$ cat src/rtl/edge_detector_mc_if.sv
// Channel-level bundle for edge_detector_mc: raw inputs and controls in,
// filtered levels, edge pulses, status and counters out.
interface edge_detector_mc_if #(
    parameter int unsigned NUM_CH = 4,
    parameter int unsigned CNT_W  = 8
);
    logic [NUM_CH-1:0]       a_i;
    logic [2*NUM_CH-1:0]     mode_i;
    logic [NUM_CH-1:0]       clr_i;
    logic [NUM_CH-1:0]       rising_edge_o;
    logic [NUM_CH-1:0]       falling_edge_o;
    logic [NUM_CH-1:0]       level_o;
    logic [NUM_CH-1:0]       status_o;
    logic                    irq_o;
    logic [NUM_CH*CNT_W-1:0] edge_cnt_o;

    modport master (
        output a_i, mode_i, clr_i,
        input  rising_edge_o, falling_edge_o, level_o, status_o, irq_o, edge_cnt_o
    );

    modport slave (
        input  a_i, mode_i, clr_i,
        output rising_edge_o, falling_edge_o, level_o, status_o, irq_o, edge_cnt_o
    );
endinterface

$ cat src/rtl/edge_detector_mc.sv
// Multi-channel synchronizer + debounce filter with edge pulses, sticky
// status flags, saturating edge counters and a combined interrupt.
module edge_detector_mc #(
    parameter int unsigned NUM_CH      = 4,
    parameter int unsigned SYNC_STAGES = 2,
    parameter int unsigned DEBOUNCE    = 3,
    parameter int unsigned CNT_W       = 8
) (
    input  logic               clk,
    input  logic               reset,
    edge_detector_mc_if.slave  bus
);
    localparam int unsigned        DB_W    = (DEBOUNCE > 1) ? $clog2(DEBOUNCE) : 1;
    localparam logic [DB_W-1:0]    DB_MAX  = DB_W'(DEBOUNCE - 1);
    localparam logic [CNT_W-1:0]   CNT_MAX = '1;

    logic [NUM_CH-1:0][SYNC_STAGES-1:0] sync_q, sync_d;
    logic [NUM_CH-1:0][DB_W-1:0]        db_q, db_d;
    logic [NUM_CH-1:0][CNT_W-1:0]       cnt_q, cnt_d;
    logic [NUM_CH-1:0]                  level_q, level_d;
    logic [NUM_CH-1:0]                  rise_q, rise_d;
    logic [NUM_CH-1:0]                  fall_q, fall_d;
    logic [NUM_CH-1:0]                  status_q, status_d;
    logic [NUM_CH-1:0]                  synced;
    logic [NUM_CH-1:0]                  en_edge;

    // Edge qualification uses the registered pulses, so mode_i is looked at
    // only in the cycle a pulse is visible on the outputs.
    always_comb begin
        synced  = '0;
        en_edge = '0;
        for (int unsigned c = 0; c < NUM_CH; c++) begin
            synced[c]  = sync_q[c][SYNC_STAGES-1];
            en_edge[c] = (rise_q[c] & bus.mode_i[2*c]) | (fall_q[c] & bus.mode_i[2*c+1]);
        end
    end

    always_comb begin
        sync_d   = sync_q;
        db_d     = db_q;
        level_d  = level_q;
        rise_d   = '0;
        fall_d   = '0;
        status_d = status_q;
        cnt_d    = cnt_q;
        for (int unsigned c = 0; c < NUM_CH; c++) begin
            sync_d[c] = {sync_q[c][SYNC_STAGES-2:0], bus.a_i[c]};

            if (synced[c] != level_q[c]) begin
                if (db_q[c] == DB_MAX) begin
                    level_d[c] = synced[c];
                    db_d[c]    = '0;
                    rise_d[c]  = synced[c];
                    fall_d[c]  = ~synced[c];
                end else begin
                    db_d[c] = db_q[c] + 1'b1;
                end
            end else begin
                db_d[c] = '0;
            end

            // An enabled edge beats a simultaneous clear for both flag and count.
            if (en_edge[c]) begin
                status_d[c] = 1'b1;
                if (bus.clr_i[c])
                    cnt_d[c] = CNT_W'(1);
                else if (cnt_q[c] != CNT_MAX)
                    cnt_d[c] = cnt_q[c] + 1'b1;
            end else if (bus.clr_i[c]) begin
                status_d[c] = 1'b0;
                cnt_d[c]    = '0;
            end
        end
    end

    always_ff @(posedge clk or posedge reset) begin
        if (reset) begin
            sync_q   <= '0;
            db_q     <= '0;
            level_q  <= '0;
            rise_q   <= '0;
            fall_q   <= '0;
            status_q <= '0;
            cnt_q    <= '0;
        end else begin
            sync_q   <= sync_d;
            db_q     <= db_d;
            level_q  <= level_d;
            rise_q   <= rise_d;
            fall_q   <= fall_d;
            status_q <= status_d;
            cnt_q    <= cnt_d;
        end
    end

    assign bus.level_o        = level_q;
    assign bus.rising_edge_o  = rise_q;
    assign bus.falling_edge_o = fall_q;
    assign bus.status_o       = status_q;
    assign bus.edge_cnt_o     = cnt_q;
    assign bus.irq_o          = |status_q;
endmodule

$ cat src/flat_wrapper.sv
// flat-port wrapper written by rule: the top's interface ports become plain ports
module edge_detector_mc_flat 
#(
    parameter int unsigned NUM_CH      = 4,
    parameter int unsigned SYNC_STAGES = 2,
    parameter int unsigned DEBOUNCE    = 3,
    parameter int unsigned CNT_W       = 8
)
  (clk, reset, bus_a_i, bus_mode_i, bus_clr_i, bus_rising_edge_o, bus_falling_edge_o, bus_level_o, bus_status_o, bus_irq_o, bus_edge_cnt_o);
  edge_detector_mc_if #(.NUM_CH(NUM_CH), .CNT_W(CNT_W)) bus_i ();
  input  logic clk;
  input  logic reset;
  input wire logic [$bits(bus_i.a_i)-1:0] bus_a_i;
  input wire logic [$bits(bus_i.mode_i)-1:0] bus_mode_i;
  input wire logic [$bits(bus_i.clr_i)-1:0] bus_clr_i;
  output wire logic [$bits(bus_i.rising_edge_o)-1:0] bus_rising_edge_o;
  output wire logic [$bits(bus_i.falling_edge_o)-1:0] bus_falling_edge_o;
  output wire logic [$bits(bus_i.level_o)-1:0] bus_level_o;
  output wire logic [$bits(bus_i.status_o)-1:0] bus_status_o;
  output wire logic [$bits(bus_i.irq_o)-1:0] bus_irq_o;
  output wire logic [$bits(bus_i.edge_cnt_o)-1:0] bus_edge_cnt_o;
  assign bus_i.a_i = bus_a_i;
  assign bus_i.mode_i = bus_mode_i;
  assign bus_i.clr_i = bus_clr_i;
  assign bus_rising_edge_o = bus_i.rising_edge_o;
  assign bus_falling_edge_o = bus_i.falling_edge_o;
  assign bus_level_o = bus_i.level_o;
  assign bus_status_o = bus_i.status_o;
  assign bus_irq_o = bus_i.irq_o;
  assign bus_edge_cnt_o = bus_i.edge_cnt_o;
  edge_detector_mc #(.NUM_CH(NUM_CH), .SYNC_STAGES(SYNC_STAGES), .DEBOUNCE(DEBOUNCE), .CNT_W(CNT_W)) u_core (.clk(clk), .reset(reset), .bus(bus_i));
endmodule
$ cat config.mk
export PLATFORM = sky130hd
export DESIGN_NAME = edge_detector_mc_flat
export DESIGN_NICKNAME = d
export VERILOG_FILES = /design/src/rtl/edge_detector_mc_if.sv /design/src/rtl/edge_detector_mc.sv /design/src/flat_wrapper.sv
export SDC_FILE = /design/constraint.sdc
export NUM_CORES = 1
export LEC_CHECK = 0
export CORE_AREA = 5 5 83 85
export DETAILED_ROUTE_END_ITERATION = 12
export DIE_AREA = 0 0 88 90
export PLACE_DENSITY_LB_ADDON = 0.05
export SKIP_CTS_REPAIR_TIMING = 1
export SYNTH_ARGS = -nofsm -noshare
export SYNTH_HDL_FRONTEND = slang
export SYNTH_SLANG_ARGS = --single-unit
$ cat constraint.sdc
create_clock -name clk -period 2.9 [get_ports clk]
set_clock_uncertainty 0.05 [all_clocks]
set_input_delay 0.725 -clock clk [delete_from_list [all_inputs] [get_ports clk]]
set_output_delay 0.725 -clock clk [all_outputs]
set_load 0.005 [all_outputs]
=== Word-level counts from Yosys, hierarchy flattened ===
Cells that the tools add are included.

* Flip-flop bits (word level): 64
* Word-level logic and storage cells: 123

* $add $sub $neg: 8
* Equality and inequality tests: 12
* Muxes and demuxes: 48
* Bitwise gates (word level): 16
* Reduce and logical (&&, ||, !) cells: 17

{| class="wikitable"
|+ Operators by type and width
! cell !! number
|-
| $mux 8 || 16
|-
| $add 8x1->8 const B || 4
|-
| $ne 8x8->1 const B || 4
|-
| $mux 1 || 24
|-
| $mux 2 || 8
|-
| $reduce_and 2->1 || 8
|-
| $reduce_bool 2->1 || 8
|-
| $add 2x1->2 const B || 4
|-
| $and 1x1->1 || 8
|-
| $eq 2x2->1 const B || 4
|-
| $ne 1x1->1 || 4
|-
| $not 1->1 || 4
|-
| $or 1x1->1 || 4
|-
| $reduce_or 4->1 || 1
|}

=== Logic depth before layout (Yosys ltp) ===
* Word-level depth: 4
* Mapped depth: 5
* Mapped depth without buffers: 5

=== Worst setup path before layout ===
No wires, ideal clock.

* Path kind: in2reg
* From: in bus_mode_i[4]
* To: reg u_core.cnt_q (netlist bit u_core.bus.edge_cnt_o[22])
* Data arrival time: 1,841 ps
* Required time: 2,772 ps
* Setup slack: 932 ps
* Cell stages on the path: 4
* Buffers on the path: 0
* Path through: a22oi_1 > or4b_4 > or3_1 > a21oi_1

* Cells in the longest elaborated chain, start to end: 4
* Elaborated cells between the ends (all ways): 5
* Classes of those cells: mux (1); bitwise (2); reduce/logical (2)

{| class="wikitable"
|+ Ends and longest elaborated chain
! item !! RTL line !! RTL
|-
| start, declared || flat_wrapper.sv:14 || <nowiki>input wire logic [$bits(bus_i.mode_i)-1:0] bus_mode_i;</nowiki>
|-
| $and 1x1->1 (*) || edge_detector_mc.sv:34 || <nowiki>en_edge[c] = (rise_q[c] & bus.mode_i[2*c]) | (fall_q[c] & bus.mode_i[2*c+1]);</nowiki>
|-
| $or 1x1->1 (*) || edge_detector_mc.sv:34 ||
|-
| $reduce_bool 2->1 (no line) || n/a ||
|-
| $reduce_and 2->1 (no line) || n/a ||
|-
| end signal, assigned || edge_detector_mc.sv:92 || <nowiki>cnt_q <= cnt_d;</nowiki>
|-
| end, declared || edge_detector_mc.sv:19 || <nowiki>logic [NUM_CH-1:0][CNT_W-1:0] cnt_q, cnt_d;</nowiki>
|}

Every way passes the cells marked *; elsewhere a longest branch is shown, timed or not.
A chain may end at the register's enable or synchronous reset.

=== Final worst setup path ===
* From: reg u_core.status_q[0] (netlist: u_core.bus.status_o[0])
* To: out bus_irq_o

* Cells in the longest elaborated chain, start to end: 1

{| class="wikitable"
|+ Ends and longest elaborated chain
! item !! RTL line !! RTL
|-
| start, declared || edge_detector_mc.sv:23 || <nowiki>logic [NUM_CH-1:0] status_q, status_d;</nowiki>
|-
| start signal, assigned || edge_detector_mc.sv:91 || <nowiki>status_q <= status_d;</nowiki>
|-
| $reduce_or 4->1 || edge_detector_mc.sv:101 || <nowiki>assign bus.irq_o = |status_q;</nowiki>
|-
| end, declared || flat_wrapper.sv:20 || <nowiki>output wire logic [$bits(bus_i.irq_o)-1:0] bus_irq_o;</nowiki>
|}

No other way between the ends.

==> qor.json <==
{
  "outcome": {"value": "complete, no violations"},
  "finalSetupViolations": {"value": 0},
  "cts_htree_levels": {"value": 3},
  "netlist-cell-type-count": {"value": 37},
  "worst_ep_required_time": {"value": 2120, "unit": "ps"},
  "die_width": {"value": 88, "unit": "um"},
  "critical_path_class": {"value": "reg2out"},
  "synth-seq-cells": {"value": 64},
  "initial_core_util": {"value": 0.465},
  "first_global_vias": {"value": 2179},
  "worstReg2RegEnd": {"value": "u_core.bus.edge_cnt_o[6]$_DFFE_PP0P_"},
  "yosys.area_share.adder": {"value": 0.0176},
  "synth_area_per_cell": {"value": 10.6, "unit": "um^2"},
  "hp-start": {"value": "u_core.sync_d[1]$_DFF_PP0_"},
  "detail_route.drc_violations": {"value": 0},
  "count_of_final_hold_check_violations": {"value": 0},
  "ctsLongestPathBuffers": {"value": 2},
  "ys_async_sr_fraction": {"value": 1.00},
  "vdd_ir_drop_max": {"value": 0.000418, "unit": "V"},
  "drt_first_pass_iters": {"value": 4},
  "number_of_enable_type_register_cells_in_the_synthesized_netlist": {"value": 0},
  "cts_num_sinks": {"value": 64},
  "layout-area-overhead-vs-synth": {"value": 33.9, "unit": "%"},
  "grt_antenna_before_repair": {"value": 0},
  "core_area": {"value": 6130, "unit": "um^2"},
  "synth_area_leaders": {"value": "sky130_fd_sc_hd__dfrtp_1, sky130_fd_sc_hd__nor2_1, sky130_fd_sc_hd__mux2_2"},
  "route.antenna.remaining_nets": {"value": 0},
  "finalWeightedCongestion": {"value": 0.743},
  "synth_top_family_by_area": {"value": "simple AND/OR/NAND/NOR gates"},
  "num_antenna_cells": {"value": 0},
  "biggest_fanout_along_the_worst_timing_path": {"value": 3},
  "pin_count_of_the_biggest_net_entering_global_routing": {"value": 41},
  "synthCells": {"value": 268},
  "number_of_filler_cells_placed_in_the_layout": {"value": 512},
  "cellPowerDensity": {"value": 601, "unit": "nW/um^2"},
  "setup-tns-final": {"value": 0, "unit": "ps"},
  "critical_path_data_arrival_time": {"value": 1690, "unit": "ps"},
  "worst-r2r-setup-slack": {"value": 1090, "unit": "ps"},
  "synth_simple_gate_area_share": {"value": 0.207},
  "netlist_top_cells_count": {"value": "sky130_fd_sc_hd__dfrtp_1, sky130_fd_sc_hd__nor2_1, sky130_fd_sc_hd__nand2_1"},
  "synth.yosys.warnings": {"value": 0},
  "placementRows": {"value": 29},
  "synth.area.mux_share": {"value": 0.0562},
  "timing_max_transition_violations_final": {"value": 0},
  "tritoncts": {"value": "built"},
  "max-slew-margin-rel": {"value": 0.622},
  "crit_path_start_kind": {"value": "register"},
  "yosys.area.top_type_share": {"value": 0.562},
  "min-delay-path-class": {"value": "reg2reg"},
  "clk_latency": {"value": 330, "unit": "ps"},
  "synth_sequential_area_ratio": {"value": 0.562},
  "worstHoldEndpoint": {"value": "u_core.sync_q[1]$_DFF_PP0_"},
  "critical_path_launch_point": {"value": "u_core.bus.status_o[0]$_DFFE_PP0P_"},
  "grt.total_usage": {"value": 0.153},
  "post_drt_wl_per_cell": {"value": 13.6, "unit": "um"},
  "yosysMostFrequentCell": {"value": "sky130_fd_sc_hd__dfrtp_1"},
  "worstRegToRegCells": {"value": 4},
  "post_synth_xor_area_fraction": {"value": 0.0154},
  "period_share": {"value": 0.849},
  "cts_inserted_buffers": {"value": 9},
  "vias_per_cell": {"value": 5.30},
  "dieArea": {"value": 7920, "unit": "um^2"},
  "p_leak": {"value": 1.61, "unit": "nW"},
  "final_cell_count_no_fill": {"value": 422},
  "place_area": {"value": 3600, "unit": "um^2"},
  "io_buffers": {"value": 66},
  "power.total": {"value": 2.30, "unit": "mW"},
  "yosysTopAreaCell": {"value": "sky130_fd_sc_hd__dfrtp_1"},
  "maxCapViolations": {"value": 0},
  "holdPathStages": {"value": 0},
  "synth-compound-area-share": {"value": 0.119},
  "route.final.wire_length": {"value": 5730, "unit": "um"},
  "mappedNetlistNets": {"value": 290},
  "period_minus_slack": {"value": 2460, "unit": "ps"},
  "synthFlopType": {"value": "sky130_fd_sc_hd__dfrtp_1"},
  "fin_nets": {"value": 362},
  "grt_pass1_wl": {"value": 9650, "unit": "um"},
  "place_inst": {"value": 406},
  "tightestPinTransition": {"value": 567, "unit": "ps"},
  "worstSetupEndpointType": {"value": "output pin"},
  "post-dp-hpwl": {"value": 4080, "unit": "um"},
  "ctsRootBufferMaster": {"value": "sky130_fd_sc_hd__clkbuf_8"},
  "syn_area": {"value": 2850, "unit": "um^2"},
  "drive_above_1_share": {"value": 0.0841},
  "die_h": {"value": 90, "unit": "um"},
  "pin_count": {"value": 67},
  "fin_area": {"value": 3820, "unit": "um^2"},
  "route.vias.total": {"value": 2236},
  "ff_to_ff_start": {"value": "u_core.bus.edge_cnt_o[0]$_DFFE_PP0P_"},
  "detailedRoute.firstIterationViolations": {"value": 113},
  "clkSlewWorstSetupHoldPaths": {"value": 60, "unit": "ps"},
  "post-route-util": {"value": 0.622},
  "grt.overflow.total": {"value": 0},
  "max_freq": {"value": 406, "unit": "MHz"},
  "rsz0062_at_grt": {"value": "false"}
}
flip-flops by register name, indices dropped and copies added, names as in the netlist:
register / count
u_core.bus.falling_edge_o: 4
u_core.bus.edge_cnt_o: 32
u_core.db_q: 8
u_core.sync_q: 4
u_core.bus.rising_edge_o: 4
u_core.sync_d: 4
u_core.bus.status_o: 4
u_core.bus.level_o: 4
worst max-delay path, cell delays in order (launching register included):
cell and delay, ps:
sky130_fd_sc_hd__dfrtp_1 390, sky130_fd_sc_hd__or4_1 510, sky130_fd_sc_hd__clkdlybuf4s50_1 470
per-layer routing:
| metal | GRT usage | vias up | part of all wire |
|---|---|---|---|
| met5 | 0 | - | 0 |
| met1 | 0.192 | 1057 | 0.45 |
| met3 | 0.0430 | 9 | 0.071 |
| met4 | 0.0729 | 0 | 0.019 |
| li1 | - | 1113 | - |
| met2 | 0.241 | 57 | 0.46 |
logic make-up (layout without fill, tap and decap cells):
| logic type | count (synthesis) | count (layout) |
|---|---|---|
| adder cells (fa/ha/maj) | 4 | 4 |
| buffers and inverters | 17 | 94 |
| flip-flops | 64 | 64 |
| multiplexers | 15 | 15 |
| AO/OA/AOI/OAI | 51 | 51 |
| AND/OR/NAND/NOR | 112 | 112 |
| XOR/XNOR | 5 | 5 |
area by class of cell:
cell class / count / area (um^2) / share of cell area
clock buffer: 13 / 149 / 0.0390
clock inverter: 3 / 65.1 / 0.0170
inverter: 11 / 41.3 / 0.0108
multi-input combinational: 187 / 1180 / 0.310
sequential: 64 / 1600 / 0.420
tap: 77 / 96.3 / 0.0252
timing repair buffer: 67 / 681 / 0.178
cells in the final DEF (no fill, tap or decap), drive strengths merged, types with 4 or more instances in the layout:
cell / Yosys / final
mux2: 8 / 8
nand2b: 11 / 11
and3: 6 / 6
nor2: 31 / 31
nand3: 12 / 12
clkdlybuf4s50: 0 / 66
xor2: 5 / 5
o31ai: 4 / 4
nor3: 7 / 7
nand4: 7 / 7
a211oi: 9 / 9
ha: 4 / 4
o21ai: 10 / 10
nor2b: 6 / 6
nand2: 18 / 18
clkbuf: 6 / 13
a21oi: 10 / 10
mux2i: 7 / 7
inv: 11 / 11
dfrtp: 64 / 64
or3: 5 / 5
stage by stage:
stage                     hold WS, ps  worst slack [ps]
after global routing              304               351
after CTS                         299               416
after global placement            283               395
after detailed placement          285               350
final                             297               438
after floorplan                   281               527
where the power goes:
group	leakage (nW)	internal (mW)	switching, mW	total [mW]
clock network	0.108	0.508	0.314	0.822
registers	0.859	0.999	0.0853	1.08
logic	0.644	0.230	0.159	0.389
worst max path at each step:
stage / end / slack [ps] / cells past startpoint
6_report: bus_irq_o / 440 / 2
5_1_grt: bus_irq_o / 350 / 2
4_1_cts: bus_irq_o / 420 / 2
3_5_place_dp: u_core.bus.edge_cnt_o[22]$_DFFE_PP0P_ / 350 / 5
3_3_place_gp: u_core.bus.edge_cnt_o[22]$_DFFE_PP0P_ / 390 / 5
2_1_floorplan: u_core.bus.edge_cnt_o[0]$_DFFE_PP0P_ / 530 / 1
Note: power is estimated with default switching activity, not from simulation.
